[config.mk]
export PLATFORM = sky130hd
export DESIGN_NAME = dcache_write_buffer
export DESIGN_NICKNAME = d
export VERILOG_FILES = /design/src/rtl/dcache_write_buffer.sv
export SDC_FILE = /design/constraint.sdc
export NUM_CORES = 1
export LEC_CHECK = 0
export BUFFER_PORTS_ARGS = -buffer_cell sky130_fd_sc_hd__buf_2
export CAP_MARGIN = 15
export CORE_UTILIZATION = 40
export DETAILED_ROUTE_END_ITERATION = 8
export PLACE_DENSITY = 0.6
export SETUP_SLACK_MARGIN = 0.02
export SYNTH_ARGS = -nofsm -noshare
export SYNTH_HDL_FRONTEND = slang
export SYNTH_SLANG_ARGS = --single-unit
export TNS_END_PERCENT = 20
[constraint.sdc]
create_clock -name clk -period 8.18 [get_ports clk]
set_input_delay 0.818 -clock clk [delete_from_list [all_inputs] [get_ports clk]]
set_output_delay 0.818 -clock clk [all_outputs]
set_load 0.02 [all_outputs]
[src/rtl/dcache_write_buffer.sv]
// dcache_write_buffer: in-order FIFO of dirty-line writebacks and uncached
// stores feeding the AXI bridge write port, with line-granular RAW detection.
module dcache_write_buffer #(
  parameter int DEPTH = 4,
  parameter int AW    = 2
) (
  input  logic         clk,
  input  logic         reset,
  input  logic         wb_req,
  input  logic         wb_type,
  input  logic [31:0]  wb_addr,
  input  logic [2:0]   wb_size,
  input  logic [3:0]   wb_wstrb,
  input  logic [127:0] wb_data,
  output logic         wb_rdy,
  input  logic [31:0]  chk_addr,
  output logic         chk_hit,
  output logic         wb_empty,
  output logic         data_wr_req,
  output logic         data_wr_type,
  output logic [31:0]  data_wr_addr,
  output logic [2:0]   data_wr_size,
  output logic [3:0]   data_wr_wstrb,
  output logic [127:0] data_wr_data,
  input  logic         data_wr_rdy,
  input  logic         data_wr_ok
);

  typedef enum logic [2:0] {
    IDLE    = 3'b001,
    REQ     = 3'b010,
    WAIT_OK = 3'b100
  } state_t;

  localparam logic [AW:0] FULL = (AW+1)'(DEPTH);

  state_t           state;
  logic [AW-1:0]    wptr;
  logic [AW-1:0]    rptr;
  logic [AW:0]      count;
  logic [DEPTH-1:0] valid;

  logic             e_type  [DEPTH];
  logic [31:0]      e_addr  [DEPTH];
  logic [2:0]       e_size  [DEPTH];
  logic [3:0]       e_wstrb [DEPTH];
  logic [127:0]     e_data  [DEPTH];

  logic push;
  logic pop;

  assign wb_rdy   = (count != FULL);
  assign push     = wb_req & wb_rdy;
  assign pop      = (state == WAIT_OK) & data_wr_ok;
  assign wb_empty = (count == '0) & (state == IDLE);

  // Head entry is presented directly; it cannot change until it is popped.
  assign data_wr_type  = e_type[rptr];
  assign data_wr_addr  = e_addr[rptr];
  assign data_wr_size  = e_size[rptr];
  assign data_wr_wstrb = e_wstrb[rptr];
  assign data_wr_data  = e_data[rptr];

  // Entry payload storage, written only at the tail.
  always_ff @(posedge clk) begin
    if (push) begin
      e_type[wptr]  <= wb_type;
      e_addr[wptr]  <= wb_addr;
      e_size[wptr]  <= wb_size;
      e_wstrb[wptr] <= wb_wstrb;
      e_data[wptr]  <= wb_data;
    end
  end

  // Pointers, occupancy and valid bits.
  always_ff @(posedge clk) begin
    if (reset) begin
      wptr  <= '0;
      rptr  <= '0;
      count <= '0;
      valid <= '0;
    end else begin
      if (push) begin
        valid[wptr] <= 1'b1;
        wptr        <= wptr + AW'(1);
      end
      if (pop) begin
        valid[rptr] <= 1'b0;
        rptr        <= rptr + AW'(1);
      end
      unique case ({push, pop})
        2'b10:   count <= count + (AW+1)'(1);
        2'b01:   count <= count - (AW+1)'(1);
        default: count <= count;
      endcase
    end
  end

  // Drain FSM: one outstanding bridge write, request output registered.
  always_ff @(posedge clk) begin
    if (reset) begin
      state       <= IDLE;
      data_wr_req <= 1'b0;
    end else begin
      unique case (state)
        IDLE: begin
          if (count != '0) begin
            state       <= REQ;
            data_wr_req <= 1'b1;
          end
        end
        REQ: begin
          if (data_wr_rdy) begin
            state       <= WAIT_OK;
            data_wr_req <= 1'b0;
          end
        end
        WAIT_OK: begin
          if (data_wr_ok) state <= IDLE;
        end
        default: begin
          state       <= IDLE;
          data_wr_req <= 1'b0;
        end
      endcase
    end
  end

  // Line-granular hazard match against every registered valid entry.
  always_comb begin
    chk_hit = 1'b0;
    for (int i = 0; i < DEPTH; i++) begin
      if (valid[i] && (e_addr[i][31:4] == chk_addr[31:4])) chk_hit = 1'b1;
    end
  end

endmodule

==> results of run 1 <==
==> worst max-delay path, delay by kind of cell, from the launching register on <==
family / cells / cell delay [ns]
buf+inv: 3 / 1.46
flops: 1 / 0.77
mux: 1 / 0.60
==> flip-flops by register name, summed over array words and instances, names as in the netlist, named ones only <==
| signal | flops |
|---|---|
| valid | 4 |
| e_data | 512 |
| e_wstrb | 16 |
| count | 3 |
| e_size | 12 |
| e_type | 4 |
| e_addr | 128 |
| state | 3 |
| rptr | 2 |
| wptr | 2 |
| data_wr_req | 1 |
==> per-stage QoR <==
step / instances / total power [mW] / setup slack [ns]
after global routing: 2457 / 8.04 / 3.46
after global placement: 2328 / 4.77 / 4.28
after CTS: 2456 / 7.87 / 3.61
after floorplan: 1142 / 4.55 / 2.92
final: 2461 / 7.78 / 3.81
after detailed placement: 2328 / 4.79 / 4.28
==> logic make-up (layout without fill, tap and decap cells) <==
group,count (synthesis),count (layout),share of synthesized area
and+or+nand+nor,72,72,0.0157
muxes,171,171,0.145
DFF,689,689,0.778
buffers and inverters,66,525,0.0147
other,0,5,0
adders and majority gates,10,10,0.00503
AOI/OAI and AO/OA,18,18,0.00398
xor gates and xnor gates,116,116,0.0385
==> synth_stat cells, drive strengths merged, types with 2 or more instances <==
cell | count | area share
nand2b | 3 | 0.00071
mux4 | 168 | 0.14
clkbuf | 20 | 0.0028
buf | 36 | 0.010
nor2 | 14 | 0.0020
xor2 | 46 | 0.015
edfxtp | 672 | 0.76
inv | 10 | 0.0014
xnor2 | 70 | 0.023
mux2i | 3 | 0.0011
dfxtp | 17 | 0.013
and3 | 5 | 0.0012
nand2 | 7 | 0.0010
nor4b | 2 | 0.0012
o21a | 4 | 0.0011
nor4 | 16 | 0.0038
o21ai | 4 | 0.00076
nor3 | 2 | 0.00038
a21oi | 8 | 0.0015
ha | 9 | 0.0043
nand4 | 20 | 0.0047
==> routing by layer <==
layer	share of wire	vias up	routed length, um	global-route usage
met1	0.39	6510	21900	0.206
met5	0.0022	-	122	0
met4	0.025	20	1410	0.0544
met2	0.49	387	27500	0.274
met3	0.085	109	4740	0.0571
li1	-	5562	-	-
==> cell type report <==
class                      count  area [um^2]  area share
sequential                   689        20500       0.654
multi-input combinational    387         5500       0.175
clock buffer                  97         1990      0.0635
timing repair buffer         387         1990      0.0633
tap                          855         1070      0.0341
clock inverter                31          244     0.00778
inverter                      10         37.5     0.00120
antenna                        5         12.5    0.000399
==> worst max-delay path by stage <==
| stage | startpoint | slack, ns | end | depth (start not counted) |
|---|---|---|---|---|
| after floorplan | wb_req | 2.92 | e_addr[0][0] | 1 |
| after global placement | register | 4.28 | data_wr_data[36] | 4 |
| after detailed placement | register | 4.28 | data_wr_data[36] | 4 |
| after CTS | register | 3.61 | data_wr_data[36] | 4 |
| after global routing | register | 3.46 | data_wr_data[36] | 4 |
| final | register | 3.81 | data_wr_data[36] | 4 |
==> report_power, final <==
| part | switching, mW | total, mW | internal, mW |
|---|---|---|---|
| logic | 0.366 | 0.578 | 0.212 |
| clock network | 1.30 | 3.08 | 1.78 |
| registers | 0.0523 | 4.12 | 4.07 |
| total | 1.72 | 7.78 | 6.06 |
==> results_dict.tcl, run 1 <==
set metrics [dict create \
    status "completed" \
    synth_warnings 0 \
    crit_type "register to primary output" \
    crit_required_ns 7.36 \
    final_hold_viol_count 0 \
    utilization 0.484 \
    critPathMaxFanout 33 \
    slew_headroom 0.330 \
    rsz0062_at_grt "no" \
    hold_depth 1 \
    ir_drop_mv 0.190 \
    gp_congestion 0.810 \
    dpl.hpwl_mm 34.9 \
    hold_start "wb_data[3]" \
    slowest_delay_ns 0.77 \
    drv_cap 0 \
    cts.sinks 689 \
    nets 1763 \
    cts_tree "yes" \
    synthArstFlopShare 0 \
    grt_pass1_wl_mm 83.0 \
    crit_top_cell "buf_4" \
    synth_cells 1142 \
    clk_pin_slew_ns 0.06 \
    r2r_slack_ns 5.31 \
    seq_area_frac_synth 0.778 \
    synth-edff-count 672 \
    syn_area_per_cell_um2 23.1 \
    io_buffers 372 \
    cts.htree.levels 3 \
    syn_nets 1357 \
    syn2layout_area_growth_pct 18.9 \
    fin_tns_setup_ns 0 \
    core-area_um2 64800 \
    drc 0 \
    avgRoutedWirePerCell_um 22.6 \
    layout_common_cells "edfxtp_1, buf_2, mux4_2" \
    leakagePower_nw 10.4 \
    totalWireLength_mm 55.6 \
    filler_cell_count 5324 \
    hp-class "input pin to register" \
    final_area_um2 31400 \
    finalMaxSlewViolations 0 \
    post_cts_buffers 0 \
    slowest_stage "dfxtp_4" \
    tightest_slew_ns 1.01 \
    numCtsBuffers 73 \
    synth_cell_types 29 \
    rows 93 \
    fin_crit_sh 0.534 \
    cp_cell_sequence "buf_4 -> buf_4 -> mux4_2 -> buf_2" \
    final_common_cell "edfxtp_1" \
    timing.rr.start "count[0]" \
    hold_slack_ns 0.429 \
    antenna_found_initial 15 \
    grt_pass1_vias 13600 \
    reg2reg_depth 5 \
    synth_flop_cell "edfxtp_1" \
    clk_path_buf_depth 3 \
    synthesis.area_um2 26400 \
    setup_violations 0 \
    via_count 12600 \
    antenna_left 0 \
    drive_gt1_frac 0.409 \
    drtIter0Drc 877 \
    hold_buffers 0 \
    chipWidth_um 259 \
    die_h_um 259 \
    dr.pass1.iters 5 \
    gr-total-overflow 0 \
    insertion_delay_ns 0.60 \
    placed_area_um2 29100 \
    r2r-end "e_data[0][13]" \
    fin_skew_ns 0.0148 \
    grt_max_degree 80 \
    power_density_nw_per_um2 248 \
    root_buffer "clkbuf_16" \
    end_kind "primary output" \
    ctsResizeCount 0 \
    via_per_inst 5.11 \
    die_area_um2 67000 \
    period_minus_slack_ns 4.37 \
    hold_end "e_data[0][3]" \
    cp.arrival_ns 3.55 \
    yosys_register_bits 689 \
    initial_core_util 0.407 \
    worstSetupStartpointType "register" \
    track_usage 0.167 \
    ioPinCount 377 \
    max_freq_mhz 229 \
]
No activity file was read; power rests on OpenSTA's default activity.
==> run 2: changes to the inputs <==
==> constraint.sdc (replaced) <==
create_clock -name clk -period 4.3 [get_ports clk]
set_input_delay 0.43 -clock clk [delete_from_list [all_inputs] [get_ports clk]]
set_output_delay 0.43 -clock clk [all_outputs]
set_load 0.02 [all_outputs]
==> results_dict.tcl, run 2 (synthesis results as in run 1) <==
set metrics [dict create \
    crit_type "register to primary output" \
    final_common_cell "edfxtp_1" \
    via_count 12700 \
    tightest_slew_ns 0.851 \
    hold_end "e_size[2][0]" \
    ir_drop_mv 0.457 \
    largest_register "e_data" \
    avgRoutedWirePerCell_um 22.2 \
    rows 93 \
    clk_path_buf_depth 3 \
    insertion_delay_ns 0.60 \
    layout_common_cells "edfxtp_1, buf_2, mux4_2" \
    critPathMaxFanout 32 \
    syn2layout_area_growth_pct 22.2 \
    hp-class "input pin to register" \
    numCtsBuffers 74 \
    timing.rr.start "state[2]" \
    fin_skew_ns 0.0145 \
    seq_area_um2 20500 \
    r2r_slack_ns 2.01 \
    die_h_um 259 \
    slew_headroom 0.433 \
    drtIter0Drc 873 \
    largest_reg_flops 512 \
    nets 1819 \
    dpl.hpwl_mm 35.5 \
    drv_cap 0 \
    root_buffer "clkbuf_16" \
    ioPinCount 377 \
    via_per_inst 5.04 \
    gp_congestion 0.790 \
    finalMaxSlewViolations 0 \
    setup_violations 0 \
    period_minus_slack_ns 3.14 \
    dr.pass1.iters 5 \
    multi_input_comb_area_um2 5500 \
    drive_gt1_frac 0.402 \
    leakagePower_nw 10.7 \
    hold_slack_ns 0.0441 \
    grt_pass1_vias 13800 \
    rsz0062_at_grt "no" \
    totalPowerFinal_mw 15.2 \
    hold_depth 1 \
    antenna_found_initial 17 \
    grt_pass1_wl_mm 83.5 \
    fin_tns_setup_ns 0 \
    die_area_um2 67000 \
    cts.sinks 689 \
    filler_cell_count 5328 \
    place_ws_ns 1.64 \
    core-area_um2 64800 \
    power_density_nw_per_um2 472 \
    status "completed" \
    worstSetupStartpointType "register" \
    fin_crit_sh 0.731 \
    setup_ws_ns 1.16 \
    gr-total-overflow 0 \
    clk_pin_slew_ns 0.06 \
    totalWireLength_mm 56.1 \
    cts.htree.levels 3 \
    cts_tree "yes" \
    max_freq_mhz 318 \
    crit_required_ns 3.87 \
    reg2reg_depth 7 \
    r2r-end "count[2]" \
    final_hold_viol_count 0 \
    chipWidth_um 259 \
    reg_top3 "e_data (512), e_addr (128), e_wstrb (16)" \
    end_kind "primary output" \
    drc 0 \
    hold_start "wb_size[0]" \
    track_usage 0.168 \
    grt_max_degree 63 \
    antenna_left 0 \
    cp.arrival_ns 2.71 \
    initial_core_util 0.407 \
    io_buffers 372 \
]
==> run 2: critical path: stages, from the launching register on <==
cell and delay (ns):
dfxtp_4 0.91, buf_4 0.44, mux4_2 0.58, buf_2 0.18
==> run 2: routing by layer <==
layer / global-route usage / vias to the layer above / share of wire
met2: 0.278 / 397 / 0.50
met4: 0.0496 / 22 / 0.018
li1: - / 5681 / -
met1: 0.205 / 6535 / 0.39
met5: 0 / - / 0.0025
met3: 0.0643 / 79 / 0.090
==> run 2: report_power, final <==
part	leakage [nW]	switching [mW]	internal (mW)
logic	3.24	0.707	0.448
clock network	1.16	2.51	3.73
registers	6.31	0.101	7.74
total	10.7	3.31	11.9
==> run 2: metrics by stage <==
stage               instances  instance area [um^2]   util
finish                   2521                 32200  0.497
global route             2517                 32200  0.497
CTS                      2516                 32200  0.497
detailed placement       2335                 29400  0.453
global placement         2335                 29400  0.453
floorplan                1142                 26400      -
==> run 2: worst max-delay path by stage <==
stage / start / end / slack, ns / depth (start not counted)
2_1_floorplan: count[0] / e_addr[0][0] / 1.10 / 3
3_3_place_gp: register / data_wr_addr[27] / 1.67 / 3
3_5_place_dp: register / data_wr_addr[14] / 1.64 / 3
4_1_cts: register / data_wr_addr[14] / 0.98 / 3
5_1_grt: register / data_wr_addr[14] / 0.92 / 3
6_report: register / data_wr_addr[14] / 1.16 / 3
==> run 2: repair_timing <==
action                     CTS  global route
hold endpoints to repair   163             0
buffers inserted             0             0
hold buffers                48             0
setup endpoints to repair    0             0
resized for setup            0             0
==> run 2: area by class of cell <==
type,count,area share
Sequential cell,689,0.637
Clock inverter,42,0.0136
Inverter,10,0.00116
Clock buffer,91,0.0607
Tap cell,855,0.0332
Timing Repair Buffer,442,0.0836
Multi-Input combinational cell,387,0.171
Antenna cell,5,0.000388
==> run 3: changes to the inputs <==
==> constraint.sdc (replaced) <==
create_clock -name clk -period 3.3 [get_ports clk]
set_input_delay 0.33 -clock clk [delete_from_list [all_inputs] [get_ports clk]]
set_output_delay 0.33 -clock clk [all_outputs]
set_load 0.02 [all_outputs]
==> results_dict.tcl, run 3 (synthesis results as in run 1) <==
set metrics [dict create \
    grt_pass1_vias 14200 \
    hold_depth 2 \
    drtIter0Drc 711 \
    chipWidth_um 259 \
    hold_buffers 169 \
    reg_top3 "e_data (512), e_addr (128), e_wstrb (16)" \
    syn2layout_area_growth_pct 26.2 \
    r2r_slack_ns 1.00 \
    core-area_um2 64800 \
    largest_reg_flops 512 \
    final_hold_viol_count 0 \
    slew_headroom 0.436 \
    dp_cells 2333 \
    via_per_inst 4.99 \
    timing.rr.start "state[2]" \
    end_kind "primary output" \
    antenna_left 0 \
    worstSetupStartpointType "register" \
    cts.htree.levels 3 \
    clk_path_buf_depth 3 \
    grt_max_degree 117 \
    max_freq_mhz 365 \
    drive_gt1_frac 0.374 \
    fin_tns_setup_ns 0 \
    filler_cell_count 5229 \
    largest_register "e_data" \
    final_cells 2633 \
    numCtsBuffers 75 \
    leakagePower_nw 11.2 \
    io_buffers 372 \
    setup_violations 0 \
    totalWireLength_mm 57.2 \
    hold_start "reset" \
    power_density_nw_per_um2 589 \
    hp-class "input pin to register" \
    gp_congestion 0.820 \
    clk_pin_slew_ns 0.05 \
    dpl.hpwl_mm 35.2 \
    ctsResizeCount 0 \
    hold_slack_ns 0.0778 \
    rsz0062_at_grt "no" \
    insertion_delay_ns 0.60 \
    dr.pass1.iters 5 \
    layout_common_cells "edfxtp_1, buf_2, dlygate4sd3_1" \
    critPathMaxFanout 52 \
    drc 0 \
    ir_drop_mv 0.437 \
    nets 1939 \
    cts.sinks 689 \
    root_buffer "clkbuf_16" \
    cts_tree "yes" \
    final_common_cell "edfxtp_1" \
    initial_core_util 0.407 \
    drv_cap 0 \
    die_h_um 259 \
    ioPinCount 377 \
    crit_required_ns 2.97 \
    antenna_found_initial 5 \
    avgRoutedWirePerCell_um 21.7 \
    track_usage 0.171 \
    die_area_um2 67000 \
    fin_skew_ns 0.0190 \
    reg2reg_depth 7 \
    totalPowerFinal_mw 19.6 \
    tightest_slew_ns 0.846 \
    period_minus_slack_ns 2.74 \
    fin_crit_sh 0.831 \
    rows 93 \
    finalMaxSlewViolations 0 \
    post_cts_buffers 0 \
    gr-total-overflow 0 \
    status "completed" \
    cp.arrival_ns 2.41 \
    grt_pass1_wl_mm 85.7 \
    crit_type "register to primary output" \
    via_count 13100 \
]
## run 3: changes by cell type in the layout (fill, tap and decap cells not counted), moves of 2 or more
cell / change
buf_4: -3
clkbuf_1: +5
diode_2: -3
inv_6: -2
dlygate4sd3_1: +121
clkinv_2: +5
clkinv_1: -8
bufinv_16: -4
## run 3: final timing paths
kind	end
min	count[0]
max	data_wr_addr[7]
min reg2reg	valid[0]
max reg2reg	count[2]
## run 3: metal layers
layer | part of all wire | track usage
met2 | 0.50 | 0.276
met1 | 0.41 | 0.220
met3 | 0.078 | 0.0561
met5 | 0.00075 | 0
met4 | 0.019 | 0.0534
## run 3: cell type report
| class | instances | area (um^2) | area share |
|---|---|---|---|
| inverters | 10 | 37.5 | 0.00113 |
| clock buffers | 95 | 1950 | 0.0586 |
| diodes | 2 | 5.00 | 0.000150 |
| flip-flops and latches | 689 | 20500 | 0.616 |
| multi-input cells | 387 | 5500 | 0.165 |
| clock inverters | 34 | 309 | 0.00928 |
| repair buffers | 561 | 3900 | 0.117 |
| well taps | 855 | 1070 | 0.0321 |
## run 3: where the power goes
group | switching (mW) | internal [mW]
registers | 0.135 | 10.1
logic | 0.951 | 0.684
clock network | 3.25 | 4.51
total | 4.34 | 15.3
## run 3: worst max-delay path: stages, from the launching register on
cell and delay, ns:
dfxtp_4 0.75, buf_12 0.38, mux4_2 0.42, buf_2 0.19
## run 3: through the flow
step,instance area (um^2),util,setup slack [ns]
final,33300,0.514,0.558
after global routing,33300,0.514,0.380
after CTS,33300,0.514,0.436
after detailed placement,29300,0.453,0.988
after global placement,29300,0.453,1.01
after floorplan,26400,-,0.0961
